===== src/rtl/fifo_drain_packer.sv =====
// Drains a one-cycle-latency FIFO read port and packs PACK bytes into one output word with a byte-keep mask.
// Optional idle-timeout partial flush is enabled by defining FIFO_DRAIN_PACKER_TIMEOUT_EN.
module fifo_drain_packer #(
   parameter int unsigned DATA_WIDTH     = 8,
   parameter int unsigned PACK           = 4,
   parameter int unsigned TIMEOUT_CYCLES = 16
) (
   input  logic                         rclk,
   input  logic                         rrst,
   input  logic                         fifo_empty,
   input  logic [DATA_WIDTH-1:0]        fifo_rdata,
   output logic                         fifo_r_en,
   input  logic                         flush,
   output logic [DATA_WIDTH*PACK-1:0]   m_data,
   output logic [PACK-1:0]              m_keep,
   output logic                         m_valid,
   input  logic                         m_ready,
   output logic                         busy
);

   localparam int unsigned CW = 4;
   localparam int unsigned WW = DATA_WIDTH * PACK;

   if (PACK < 2 || PACK > 8) begin : g_bad_pack
      $error("PACK must be in 2..8");
   end
   if (TIMEOUT_CYCLES < 1) begin : g_bad_timeout
      $error("TIMEOUT_CYCLES must be at least 1");
   end

   logic            r_run;
   logic [CW-1:0]   r_count;
   logic            r_inflight;
   logic [WW-1:0]   r_acc;
   logic            r_flush_pend;
   logic            r_flush_next;
   logic [WW-1:0]   r_m_data;
   logic [PACK-1:0] r_m_keep;
   logic            r_m_valid;
   logic            r_busy;

   logic            w_rd;
   logic            w_full;
   logic            w_slot_free;
   logic            w_flush_req;
   logic            w_xfer_full;
   logic            w_xfer_part;
   logic            w_xfer;
   logic [CW-1:0]   w_count_n;
   logic [WW-1:0]   w_acc_n;
   logic [PACK-1:0] w_keep;
   logic            w_pend_n;
   logic            w_next_n;
   logic            w_valid_n;
   logic            w_busy_n;

`ifdef FIFO_DRAIN_PACKER_TIMEOUT_EN
   localparam int unsigned IW = $clog2(TIMEOUT_CYCLES + 1);

   logic [IW-1:0] r_idle;
   logic          w_timeout;

   // Idle counter restarts on every landed byte and whenever the accumulator is empty.
   always_ff @(posedge rclk or posedge rrst) begin
      if (rrst) begin
         r_idle <= '0;
      end else if (r_inflight || w_xfer || (r_count == '0)) begin
         r_idle <= '0;
      end else if (r_idle != IW'(TIMEOUT_CYCLES)) begin
         r_idle <= r_idle + IW'(1);
      end
   end

   assign w_timeout   = (r_idle == IW'(TIMEOUT_CYCLES));
   assign w_flush_req = r_flush_pend | w_timeout;
`else
   assign w_flush_req = r_flush_pend;
`endif

   // Reads are held off until the first edge after reset so none is issued during reset.
   assign w_rd        = r_run & ~fifo_empty & ((r_count + CW'(r_inflight)) < CW'(PACK));
   assign w_full      = (r_count == CW'(PACK));
   assign w_slot_free = ~r_m_valid | m_ready;
   assign w_xfer_full = w_full & w_slot_free;
   assign w_xfer_part = ~w_full & w_flush_req & (r_count != '0) & ~r_inflight & w_slot_free;
   assign w_xfer      = w_xfer_full | w_xfer_part;

   always_comb begin
      w_acc_n   = r_acc;
      w_count_n = r_count;
      w_keep    = '0;
      w_pend_n  = r_flush_pend;
      w_next_n  = r_flush_next;
      w_valid_n = r_m_valid;

      for (int i = 0; i < PACK; i++) begin
         w_keep[i] = (CW'(i) < r_count);
      end

      if (w_xfer) begin
         w_acc_n   = '0;
         w_count_n = '0;
      end
      // Landing byte goes to the next free lane, lane 0 if the word just left.
      if (r_inflight) begin
         for (int i = 0; i < PACK; i++) begin
            if (w_count_n == CW'(i)) begin
               w_acc_n[i*DATA_WIDTH +: DATA_WIDTH] = fifo_rdata;
            end
         end
         w_count_n = w_count_n + CW'(1);
      end

      // A flush seen while a full word waits is carried over to the following word.
      if (w_xfer_full) begin
         w_pend_n = r_flush_next | flush;
         w_next_n = 1'b0;
      end else if (w_xfer_part) begin
         w_pend_n = 1'b0;
         w_next_n = 1'b0;
      end else if (flush) begin
         if (w_full) begin
            w_next_n = 1'b1;
         end else if ((r_count != '0) || r_inflight) begin
            w_pend_n = 1'b1;
         end
      end

      if (w_xfer) begin
         w_valid_n = 1'b1;
      end else if (m_ready) begin
         w_valid_n = 1'b0;
      end

      w_busy_n = (w_count_n != '0) | w_rd | w_valid_n;
   end

   always_ff @(posedge rclk or posedge rrst) begin
      if (rrst) begin
         r_run        <= 1'b0;
         r_count      <= '0;
         r_inflight   <= 1'b0;
         r_acc        <= '0;
         r_flush_pend <= 1'b0;
         r_flush_next <= 1'b0;
         r_m_data     <= '0;
         r_m_keep     <= '0;
         r_m_valid    <= 1'b0;
         r_busy       <= 1'b0;
      end else begin
         r_run        <= 1'b1;
         r_count      <= w_count_n;
         r_inflight   <= w_rd;
         r_acc        <= w_acc_n;
         r_flush_pend <= w_pend_n;
         r_flush_next <= w_next_n;
         r_m_valid    <= w_valid_n;
         r_busy       <= w_busy_n;
         if (w_xfer) begin
            r_m_data <= r_acc;
            r_m_keep <= w_keep;
         end
      end
   end

   assign fifo_r_en = w_rd;
   assign m_data    = r_m_data;
   assign m_keep    = r_m_keep;
   assign m_valid   = r_m_valid;
   assign busy      = r_busy;

endmodule


===== config.mk =====
export PLATFORM = sky130hd
export DESIGN_NAME = fifo_drain_packer
export DESIGN_NICKNAME = d
export VERILOG_FILES = /design/src/rtl/fifo_drain_packer.sv
export SDC_FILE = /design/constraint.sdc
export NUM_CORES = 1
export LEC_CHECK = 0
export BUFFER_PORTS_ARGS = -buffer_cell sky130_fd_sc_hd__buf_2
export CAP_MARGIN = 20
export CORE_UTILIZATION = 31
export DETAILED_ROUTE_END_ITERATION = 10
export GPL_TIMING_DRIVEN = 0
export PLACE_DENSITY = 0.52
export SLEW_MARGIN = 20
export SYNTH_ARGS = -nofsm -noshare
export SYNTH_HDL_FRONTEND = slang
export SYNTH_SLANG_ARGS = --single-unit

===== constraint.sdc =====
create_clock -name rclk -period 2.3 [get_ports rclk]
set_input_delay 0.345 -clock rclk [delete_from_list [all_inputs] [get_ports rclk]]
set_output_delay 0.345 -clock rclk [all_outputs]
set_load 0.02 [all_outputs]

==> metrics.csv, run 1 <==
metric;value;unit
number of global-route vias before repair;2139;
cell area after technology mapping;0.00323;sq mm
Num Clock Sinks;78;
layout cell share with drive strength beyond 1;35.7;%
total routing usage reported by global routing;14.1;%
number of maximum-capacitance violations;0;
part of the total power dissipated in sequential elements;41.2;%
starting density of the core;32.5;%
Critical Path Source Type;register;
Antenna Violating Nets Remaining;0;
warnings from Yosys;0;
largest net degree at the start of global routing;29;
worst hold-check path type;in -> async;
final slew viol count;0;
Final Cycle Share;89.7;%
total number of vias;2105;
antenna violations before repair;0;
worst slew pin tran;725;ps
power per standard cell area;1250;mW/mm^2
post-route DRC violation count;0;
Leak Pwr;2.05;nW
synthesized netlist net count;269;
Net Sw Power;1.78;mW
min cycle time layout;2060;ps
Syn Area/Cell;12.6;sq um
worst reg2reg path depth;7;
GRT overflow;0;
Min Hold Slack;57.8;ps
Crit Reg-Reg Endpoint;r_acc[21];
number of rows in the core area;36;
tightest slew margin relative to the limit;51.5;%
worst reg-to-reg setup slack;240;ps
top-level port count;52;
Worst EP arrival;2290;ps
clock power share;20.7;%
number of cells after detailed placement;442;
maximum fanout along the worst path;10;
Clock H-tree levels;3;
layout overhead on the synthesized area;20.2;%
number of flip-flops and latches in the synthesized netlist;78;
worst vdd rail ir drop;387;uV
highest clock rate;485;MHz
Clock Skew;10.7;ps
outcome;complete, no violations;
non-filler cells in the finished layout;458;
Hold Vio Cnt, Final;0;
sum of routed wire length over all layers;6.90;mm
critical path endpoint category;register;
clock tree from TritonCTS;done;
cell at the root of the clock tree;clkbuf_8;
initial detailed-routing violation count;53;
number of unique standard cell types used by synthesis;36;
Die Y;104;um
final net count;333;
count of input and output buffers;51;
first-pass GRT wire length;11.6;mm
HPWL after DPL;4.85;mm
number of clock buffers inserted by TritonCTS;9;
proportion of synthesized chip area in sequential cells;60.4;%
number of antenna cells inserted;0;
Max Root-Sink Buffers;2;
die area;0.0108;sq mm
RSZ-0062 raised after global routing;false;
Routed wire per std cell;15.1;um
clock latency reported for the late side of the worst-skew pair;350;ps
Gate Count Post-Synth;256;
floorplan core area;0.00995;sq mm
width of the die;104;um
Total Neg Setup Slack;0;ps
placer's final routability congestion estimate;0.711;
post-cts gate resize count;0;
switching part of the total power;36.7;%
router iterations before antenna repair;4;
required time at the endpoint of the critical path;2520;ps
internal cell power;3.07;mW
fraction of power consumed by combinational cells;38.1;%
clock transition at the register clock pins on the worst setup and hold paths after CTS;90;ps
Hold Buf Count CTS;0;
kind of critical path;reg -> reg;
setup-violating endpoint count in the final report;0;
Post CTS Setup Buffer Count;0;
average via count per standard cell;4.60;
# fillers;986;
Reg2Reg Launch Point;r_count[0];
## how the worst max path moves through the flow
stage               startpoint    endpoint  slack (ps)  cells after the start
finish              r_count[0]   r_acc[21]         240                      7
global route        r_count[0]   r_acc[15]          90                      7
CTS                 r_count[1]   fifo_r_en         200                      6
detailed placement  r_count[0]   r_acc[18]         240                      7
global placement    r_count[0]   r_acc[16]         250                      7
floorplan           r_count[0]  m_data[24]         570                      6
## power by group through the flow
stage / clock [mW] / combinational [mW] / sequential [mW]
after global placement: 0 / 1.85 / 2.02
after detailed placement: 0 / 1.88 / 2.03
final: 1.00 / 1.85 / 2.00
after CTS: 1.04 / 1.88 / 2.01
after floorplan: 0 / 1.11 / 2.25
after global routing: 1.10 / 2.03 / 2.06
## layout make-up
type,instances,area [sq um],area share (%)
plain buffers,14,96.3,2.48
clock buffers,10,128,3.28
clock inverters,6,61.3,1.58
inverters,3,15.0,0.386
multi-input cells,161,1170,30.2
flip-flops and latches,78,1950,50.2
well taps,133,166,4.28
repair buffers,53,295,7.60
## flip-flops by register name (all words and copies together) (netlist names)
signal / cells
m_data: 32
r_acc: 32
m_keep: 4
r_count: 4
busy: 1
m_valid: 1
r_flush_next: 1
r_flush_pend: 1
r_inflight: 1
r_run: 1
## logic make-up (layout without fill, tap and decap cells)
| family | count (synthesis) | count (layout) | share of synthesized area (%) |
|---|---|---|---|
| DFF | 78 | 78 | 60.4 |
| and+or+nand+nor | 73 | 73 | 10.4 |
| muxes | 60 | 60 | 19.9 |
| AOI/OAI and AO/OA | 24 | 24 | 5.07 |
| buffers and inverters | 17 | 86 | 3.33 |
| xor gates and xnor gates | 3 | 3 | 0.813 |
| other | 1 | 1 | 0.116 |
## synthesized netlist by cell type, drive strengths merged
master | instances | area (sq um)
a21oi | 13 | 65.1
nor2 | 32 | 123
mux2i | 26 | 260
or4 | 1 | 7.51
o22ai | 1 | 6.26
inv | 3 | 11.3
o21ai | 3 | 26.3
nor2b | 3 | 18.8
nand3 | 11 | 55.1
clkbuf | 3 | 11.3
mux2 | 34 | 383
xnor2 | 1 | 8.76
nand2b | 2 | 12.5
xor2 | 2 | 17.5
o211ai | 1 | 12.5
nand2 | 17 | 66.3
a21o | 1 | 7.51
buf | 11 | 85.1
nor3 | 2 | 21.3
a211oi | 1 | 12.5
a22o | 1 | 8.76
conb | 1 | 3.75
and3 | 2 | 12.5
or2 | 1 | 6.26
a31o | 1 | 8.76
a22oi | 1 | 7.51
dfrtp | 78 | 1950
a41oi | 1 | 8.76
or3 | 2 | 12.5
## per-layer routing
metal	routed length (um)	share of wire [%]	GRT usage, %
met5	0	0	0
met2	3230	47	21.7
met4	133	1.9	7.04
met3	174	2.5	2.26
met1	3360	49	19.2
## critical path, cell delays in order (launching register included)
cell and delay, ps:
dfrtp_1 380, buf_6 140, nor3_4 280, nand2_2 140
o21ai_4 390, buf_6 230, buf_2 290, nor2_1 80
## stage by stage
stage               area, sq um  setup slack, ps  total power [mW]  utilization (%)
floorplan                  3240              567              3.36                -
global placement           3660              246              3.87             36.7
detailed placement         3700              238              3.91             37.1
CTS                        3890              199              4.93             39.0
global route               3890             85.4              5.19             39.0
finish                     3890              236              4.85             39.0
## placed cells by master, fill, tap and decap left out, drive strengths merged, types with 2 or more instances in the layout
cell	count
dfrtp	78
buf	64
mux2	34
nor2	32
mux2i	26
nand2	17
a21oi	13
clkbuf	13
nand3	11
nor2b	3
clkinv	3
inv	3
o21ai	3
or3	2
nand2b	2
and3	2
xor2	2
clkinvlp	2
nor3	2
No activity file was read; power rests on OpenSTA's default activity.
==> inputs of run 2 (changes only) <==
- ABC_AREA: unset -> 1
- CELL_PAD_IN_SITES_DETAIL_PLACEMENT: unset -> 0
- CELL_PAD_IN_SITES_GLOBAL_PLACEMENT: unset -> 1
- PLACE_DENSITY: 0.52 -> 0.64
- SKIP_CTS_REPAIR_TIMING: unset -> 1
==> metrics.csv, run 2 <==
metric;value;unit;change
width of the die;107;um;+2.4%
layout cell share with drive strength beyond 1;20.8;%;-15 points
Synth area leader;dfrtp_1;;
cell at the root of the clock tree;clkbuf_8;;
Gate Count Post-Synth;388;;+52%
clock latency reported for the late side of the worst-skew pair;360;ps;about the same
count of flip-flops with a built-in enable after synthesis;0;;unchanged
total routing usage reported by global routing;15.9;%;+1.8 points
worst reg2reg path depth;9;;+2
Max Root-Sink Buffers;2;;unchanged
Hold Vio Cnt, Final;0;;unchanged
Reg2Reg Launch Point;r_count[0];;
Antenna Violating Nets Remaining;0;;unchanged
initial detailed-routing violation count;106;;+100%
leading cell types in the layout, fill and taps excluded;nand2_1, dfrtp_1, buf_2;;
# fillers;1130;;+15%
number of antenna cells inserted;0;;unchanged
count of input and output buffers;51;;unchanged
number of rows in the core area;37;;+2.8%
number of maximum-capacitance violations;0;;unchanged
critical path endpoint category;output pin;;
Leak Pwr;2.15;nW;+4.8%
Routed wire per std cell;14.0;um;-7.0%
warnings from Yosys;0;;unchanged
FF/Latch Area;0.00195;sq mm;unchanged
number of flip-flops and latches in the synthesized netlist;78;;unchanged
final net count;465;;+40%
final slew viol count;0;;unchanged
first-pass GRT wire length;13.8;mm;+19%
HPWL after DPL;5.89;mm;+21%
cell area after technology mapping;0.00339;sq mm;+5.0%
Clock H-tree levels;3;;unchanged
clock tree from TritonCTS;done;;
Clock Skew;9.33;ps;-1.38 ps
RSZ-0062 raised after global routing;false;;
worst vdd rail ir drop;616;uV;+59%
Crit. Startpoint;r_count[3];;
tightest slew margin relative to the limit;59.2;%;+7.7 points
worst slew pin tran;611;ps;-114 ps
total number of vias;2675;;+27%
Worst EP arrival;1680;ps;-610 ps
GRT overflow;0;;unchanged
worst reg-to-reg setup slack;510;ps;+270 ps
starting density of the core;32.4;%;-0.034 points
Final Cycle Share;87.9;%;-1.9 points
proportion of synthesized chip area in sequential cells;57.5;%;-2.9 points
maximum fanout along the worst path;6;;-4
min cycle time layout;2020;ps;-42.9 ps
Min Hold Slack;47.8;ps;-10.0 ps
Crit Reg-Reg Endpoint;r_acc[10];;
setup-violating endpoint count in the final report;0;;unchanged
power per standard cell area;1340;mW/mm^2;+7.1%
die area;0.0114;sq mm;+4.9%
Total Neg Setup Slack;0;ps;unchanged
Num Clock Sinks;78;;unchanged
sum of routed wire length over all layers;8.31;mm;+20%
most frequent standard cell in the layout excluding fill and tap cells;nand2_1;;
Syn Area/Cell;8.75;sq um;-31%
most frequently used cell type in the post-synthesis netlist;nand2_1;;
highest clock rate;495;MHz;+2.1%
antenna violations before repair;0;;unchanged
number of unique standard cell types used by synthesis;27;;-25%
kind of critical path;reg -> out;;
floorplan core area;0.0105;sq mm;+5.1%
most common flop cell mapped by yosys;dfrtp_1;;
router iterations before antenna repair;4;;unchanged
number of clock buffers inserted by TritonCTS;9;;unchanged
number of global-route vias before repair;2722;;+27%
required time at the endpoint of the critical path;1960;ps;-560 ps
synthesized netlist net count;401;;+49%
top-area cell type share of the netlist area;57.5;%;-2.9 points
area of combinational cells with multiple inputs;0.00119;sq mm;+1.7%
layout overhead on the synthesized area;19.2;%;
largest net degree at the start of global routing;29;;unchanged
worst hold-check path type;in -> async;;
placer's final routability congestion estimate;0.740;;+4.0%
Die Y;107;um;+2.4%
Critical Path Source Type;register;;
top cells by area in the synthesized netlist;dfrtp_1, nand2_1, o21ai_0, nor2_1, inv_1;;
post-route DRC violation count;0;;unchanged
leading post-synthesis cells by instance count;nand2_1, dfrtp_1, nor2_1, o21ai_0, inv_1;;
average via count per standard cell;4.51;;-1.9%
outcome;complete, no violations;;
Setup crit end;fifo_r_en;;
clock transition at the register clock pins on the worst setup and hold paths after CTS;90;ps;about the same
top-level port count;52;;unchanged
share of async-settable or async-resettable flops after synthesis;100;%;unchanged
-- run 2: final cells by class --
class                      instances  share of cell area [%]
buffer                            14                    2.26
clock buffer                       9                    3.06
inverter                          42                    3.99
tap                              136                    4.21
multi-input combinational        254                    29.5
sequential                        78                    48.3
timing repair buffer              53                    7.30
clock inverter                     7                    1.42
-- run 2: critical path, cell delays in order (launching register included) --
cell	delay [ps]
dfrtp_1	450
nor2_4	270
inv_1	90
a21boi_0	160
nand3b_1	110
inv_1	90
buf_2	160
-- run 2: metal layers --
| metal | part of all wire [%] | global-route usage [%] |
|---|---|---|
| met1 | 49 | 21.2 |
| met2 | 47 | 26.0 |
| met3 | 3.5 | 3.53 |
| met4 | 0.42 | 4.11 |
| met5 | 0 | 0 |
-- run 2: stage by stage --
stage          instances  setup slack [ps]  instance area, sq um  power, mW  utilization (%)
2_1_floorplan        388               760                  3400       3.74                -
3_3_place_gp         575               454                  3820       4.48             36.5
3_5_place_dp         577               516                  3860       4.51             36.9
4_1_cts              593               256                  4040       5.50             38.7
5_1_grt              593               142                  4040       5.90             38.7
6_report             593               279                  4040       5.41             38.7
-- run 2: cells by family after synthesis --
family          share of synthesized area [%]
compound gates                           10.6
flops                                    57.5
xor+xnor                                0.258
simple gates                             24.2
buf+inv                                  7.34
other cells                             0.111
-- run 2: power breakdown --
part | switching, mW | internal, mW
Sequential | 0.221 | 1.81
Clock | 0.566 | 0.407
Combinational | 1.68 | 0.733
Total | 2.46 | 2.95
-- run 2: worst min-delay path by stage --
stage / endpoint / depth (start not counted)
2_1_floorplan: m_data[0] / 2
3_3_place_gp: m_keep[0] / 1
3_5_place_dp: m_data[17] / 2
4_1_cts: m_data[25] / 2
5_1_grt: m_data[17] / 2
6_report: m_data[17] / 2
==> inputs of run 3 (changes only) <==
--- a/config.mk
+++ b/config.mk
@@ -11,8 +11,8 @@
 export CELL_PAD_IN_SITES_DETAIL_PLACEMENT = 0
 export CELL_PAD_IN_SITES_GLOBAL_PLACEMENT = 1
-export CORE_UTILIZATION = 31
+export CORE_UTILIZATION = 38
 export DETAILED_ROUTE_END_ITERATION = 10
 export GPL_TIMING_DRIVEN = 0
-export PLACE_DENSITY = 0.64
+export PLACE_DENSITY = 0.76
 export SKIP_CTS_REPAIR_TIMING = 1
 export SLEW_MARGIN = 20
==> constraint.sdc (replaced) <==
create_clock -name rclk -period 2.3 [get_ports rclk]
set_input_delay 0.23 -clock rclk [delete_from_list [all_inputs] [get_ports rclk]]
set_output_delay 0.23 -clock rclk [all_outputs]
set_load 0.02 [all_outputs]
==> metrics.csv, run 3 (synthesis gave the netlist of run 2 again) <==
metric;value;unit;change
outcome;complete, no violations;;
Antenna Violating Nets Remaining;0;;unchanged
die area;0.00931;sq mm;-18%
clock latency reported for the late side of the worst-skew pair;350;ps;about the same
starting density of the core;39.1;%;+6.7 points
Total Neg Setup Slack;0;ps;unchanged
end-of-flow core utilization;46.4;%;+7.7 points
final slew viol count;0;;unchanged
worst vdd rail ir drop;565;uV;-8.3%
Num Clock Sinks;78;;unchanged
most frequent standard cell in the layout excluding fill and tap cells;nand2_1;;
Levels on crit path;5;;-1
router iterations before antenna repair;4;;unchanged
number of antenna cells inserted;0;;unchanged
cell at the root of the clock tree;clkbuf_8;;
Leak Pwr;2.16;nW;+0.34%
Reg2Reg Launch Point;r_count[1];;
worst reg2reg path depth;9;;unchanged
final net count;465;;unchanged
antenna violations before repair;0;;unchanged
Crit Reg-Reg Endpoint;r_acc[10];;
placer's final routability congestion estimate;0.794;;+7.4%
layout overhead on the synthesized area;18.5;%;
Max Root-Sink Buffers;2;;unchanged
required time at the endpoint of the critical path;2070;ps;+110 ps
Die Y;96.5;um;-9.5%
crit path cell chain;nand3_1, a21boi_0, nand3b_1, inv_1, buf_2;;
Hold Vio Cnt, Final;0;;unchanged
min cycle time layout;1890;ps;-129 ps
Critical-path top delay cell;dfrtp_1;;
initial detailed-routing violation count;139;;+31%
Worst EP arrival;1660;ps;-20 ps
GRT overflow;0;;unchanged
Clock Skew;12.8;ps;+3.48 ps
leading cell types in the layout, fill and taps excluded;nand2_1, dfrtp_1, buf_2;;
kind of cell with the highest combined delay on the critical path;flip-flops;;
longest individual stage delay on the worst path;520;ps;+70 ps
count of input and output buffers;51;;unchanged
number of global-route vias before repair;2562;;-5.9%
setup-violating endpoint count in the final report;0;;unchanged
worst hold-check path type;in -> reg;;
average via count per standard cell;4.80;;+6.4%
sum of routed wire length over all layers;7.98;mm;-4.0%
RSZ-0062 raised after global routing;false;;
kind of critical path;reg -> out;;
total routing usage reported by global routing;18.8;%;+2.9 points
placed instance area;0.00381;sq mm;-1.3%
layout cell share with drive strength beyond 1;20.4;%;-0.44 points
width of the die;96.5;um;-9.5%
largest net degree at the start of global routing;47;;+62%
post-route DRC violation count;0;;unchanged
clock transition at the register clock pins on the worst setup and hold paths after CTS;70;ps;-20 ps
Clock H-tree levels;3;;unchanged
number of maximum-capacitance violations;0;;unchanged
number of cells after detailed placement;548;;-5.0%
critical path endpoint category;output pin;;
Crit. Startpoint;r_count[1];;
final design instance area without fill;0.00402;sq mm;-0.53%
power per standard cell area;1360;mW/mm^2;+1.6%
number of rows in the core area;34;;-8.1%
clock tree from TritonCTS;done;;
Critical Path Source Type;register;;
number of clock buffers inserted by TritonCTS;9;;unchanged
total number of vias;2711;;+1.3%
Final Cycle Share;82.3;%;-5.6 points
top-level port count;52;;unchanged
Setup crit end;fifo_r_en;;
first-pass GRT wire length;12.9;mm;-6.6%
highest clock rate;529;MHz;+6.8%
floorplan core area;0.00868;sq mm;-17%
HPWL after DPL;5.49;mm;-6.9%
Bufs and invs on worst path;2;;-1
worst reg-to-reg setup slack;530;ps;+20 ps
maximum fanout along the worst path;7;;+1
non-filler cells in the finished layout;565;;-4.7%
Routed wire per std cell;14.1;um;+0.80%
-- run 3: per-stage QoR --
| step | hold slack (ps) | setup WS [ps] | power, mW |
|---|---|---|---|
| 2_1_floorplan | 347 | 75.0 | 3.74 |
| 3_3_place_gp | 442 | -895 | 4.43 |
| 3_5_place_dp | 274 | 527 | 4.49 |
| 4_1_cts | -116 | 388 | 5.55 |
| 5_1_grt | 146 | 228 | 5.93 |
| 6_report | 155 | 408 | 5.47 |
-- run 3: report_power, final --
part | total [mW] | internal [mW] | switching [mW]
Sequential | 2.03 | 1.81 | 0.222
Combinational | 2.40 | 0.732 | 1.67
Clock | 1.04 | 0.509 | 0.531
Total | 5.47 | 3.05 | 2.42
-- run 3: tightest hold or removal path: stages --
cell and delay, ps:
buf_2 70, nand3b_1 110, inv_1 50
-- run 3: how the worst min path moves through the flow --
stage | startpoint | endpoint | slack [ps] | depth (start not counted)
2_1_floorplan | fifo_rdata[5] | r_acc[13] | 350 | 2
3_3_place_gp | m_keep[0] | m_keep[0] | 440 | 1
3_5_place_dp | rrst | m_data[20] | 270 | 2
4_1_cts | rrst | m_data[20] | -120 | 2
5_1_grt | fifo_rdata[0] | r_acc[16] | 150 | 3
6_report | fifo_empty | r_inflight | 160 | 3
-- run 3: area by class of cell --
| cell class | instances | area [sq um] |
|---|---|---|
| Buffer | 14 | 91.3 |
| Clock buffer | 10 | 128 |
| Clock inverter | 6 | 71.3 |
| Fill cell | 903 | 4660 |
| Inverter | 42 | 160 |
| Multi-Input combinational cell | 254 | 1190 |
| Sequential cell | 78 | 1950 |
| Tap cell | 108 | 135 |
| Timing Repair Buffer | 53 | 293 |
-- run 3: per-layer routing --
metal | vias up | GRT usage (%) | wire length (um)
li1 | 1360 | - | -
met1 | 1277 | 25.1 | 3900
met2 | 59 | 29.7 | 3610
met3 | 15 | 3.60 | 284
met4 | 0 | 8.09 | 187
met5 | - | 0 | 0
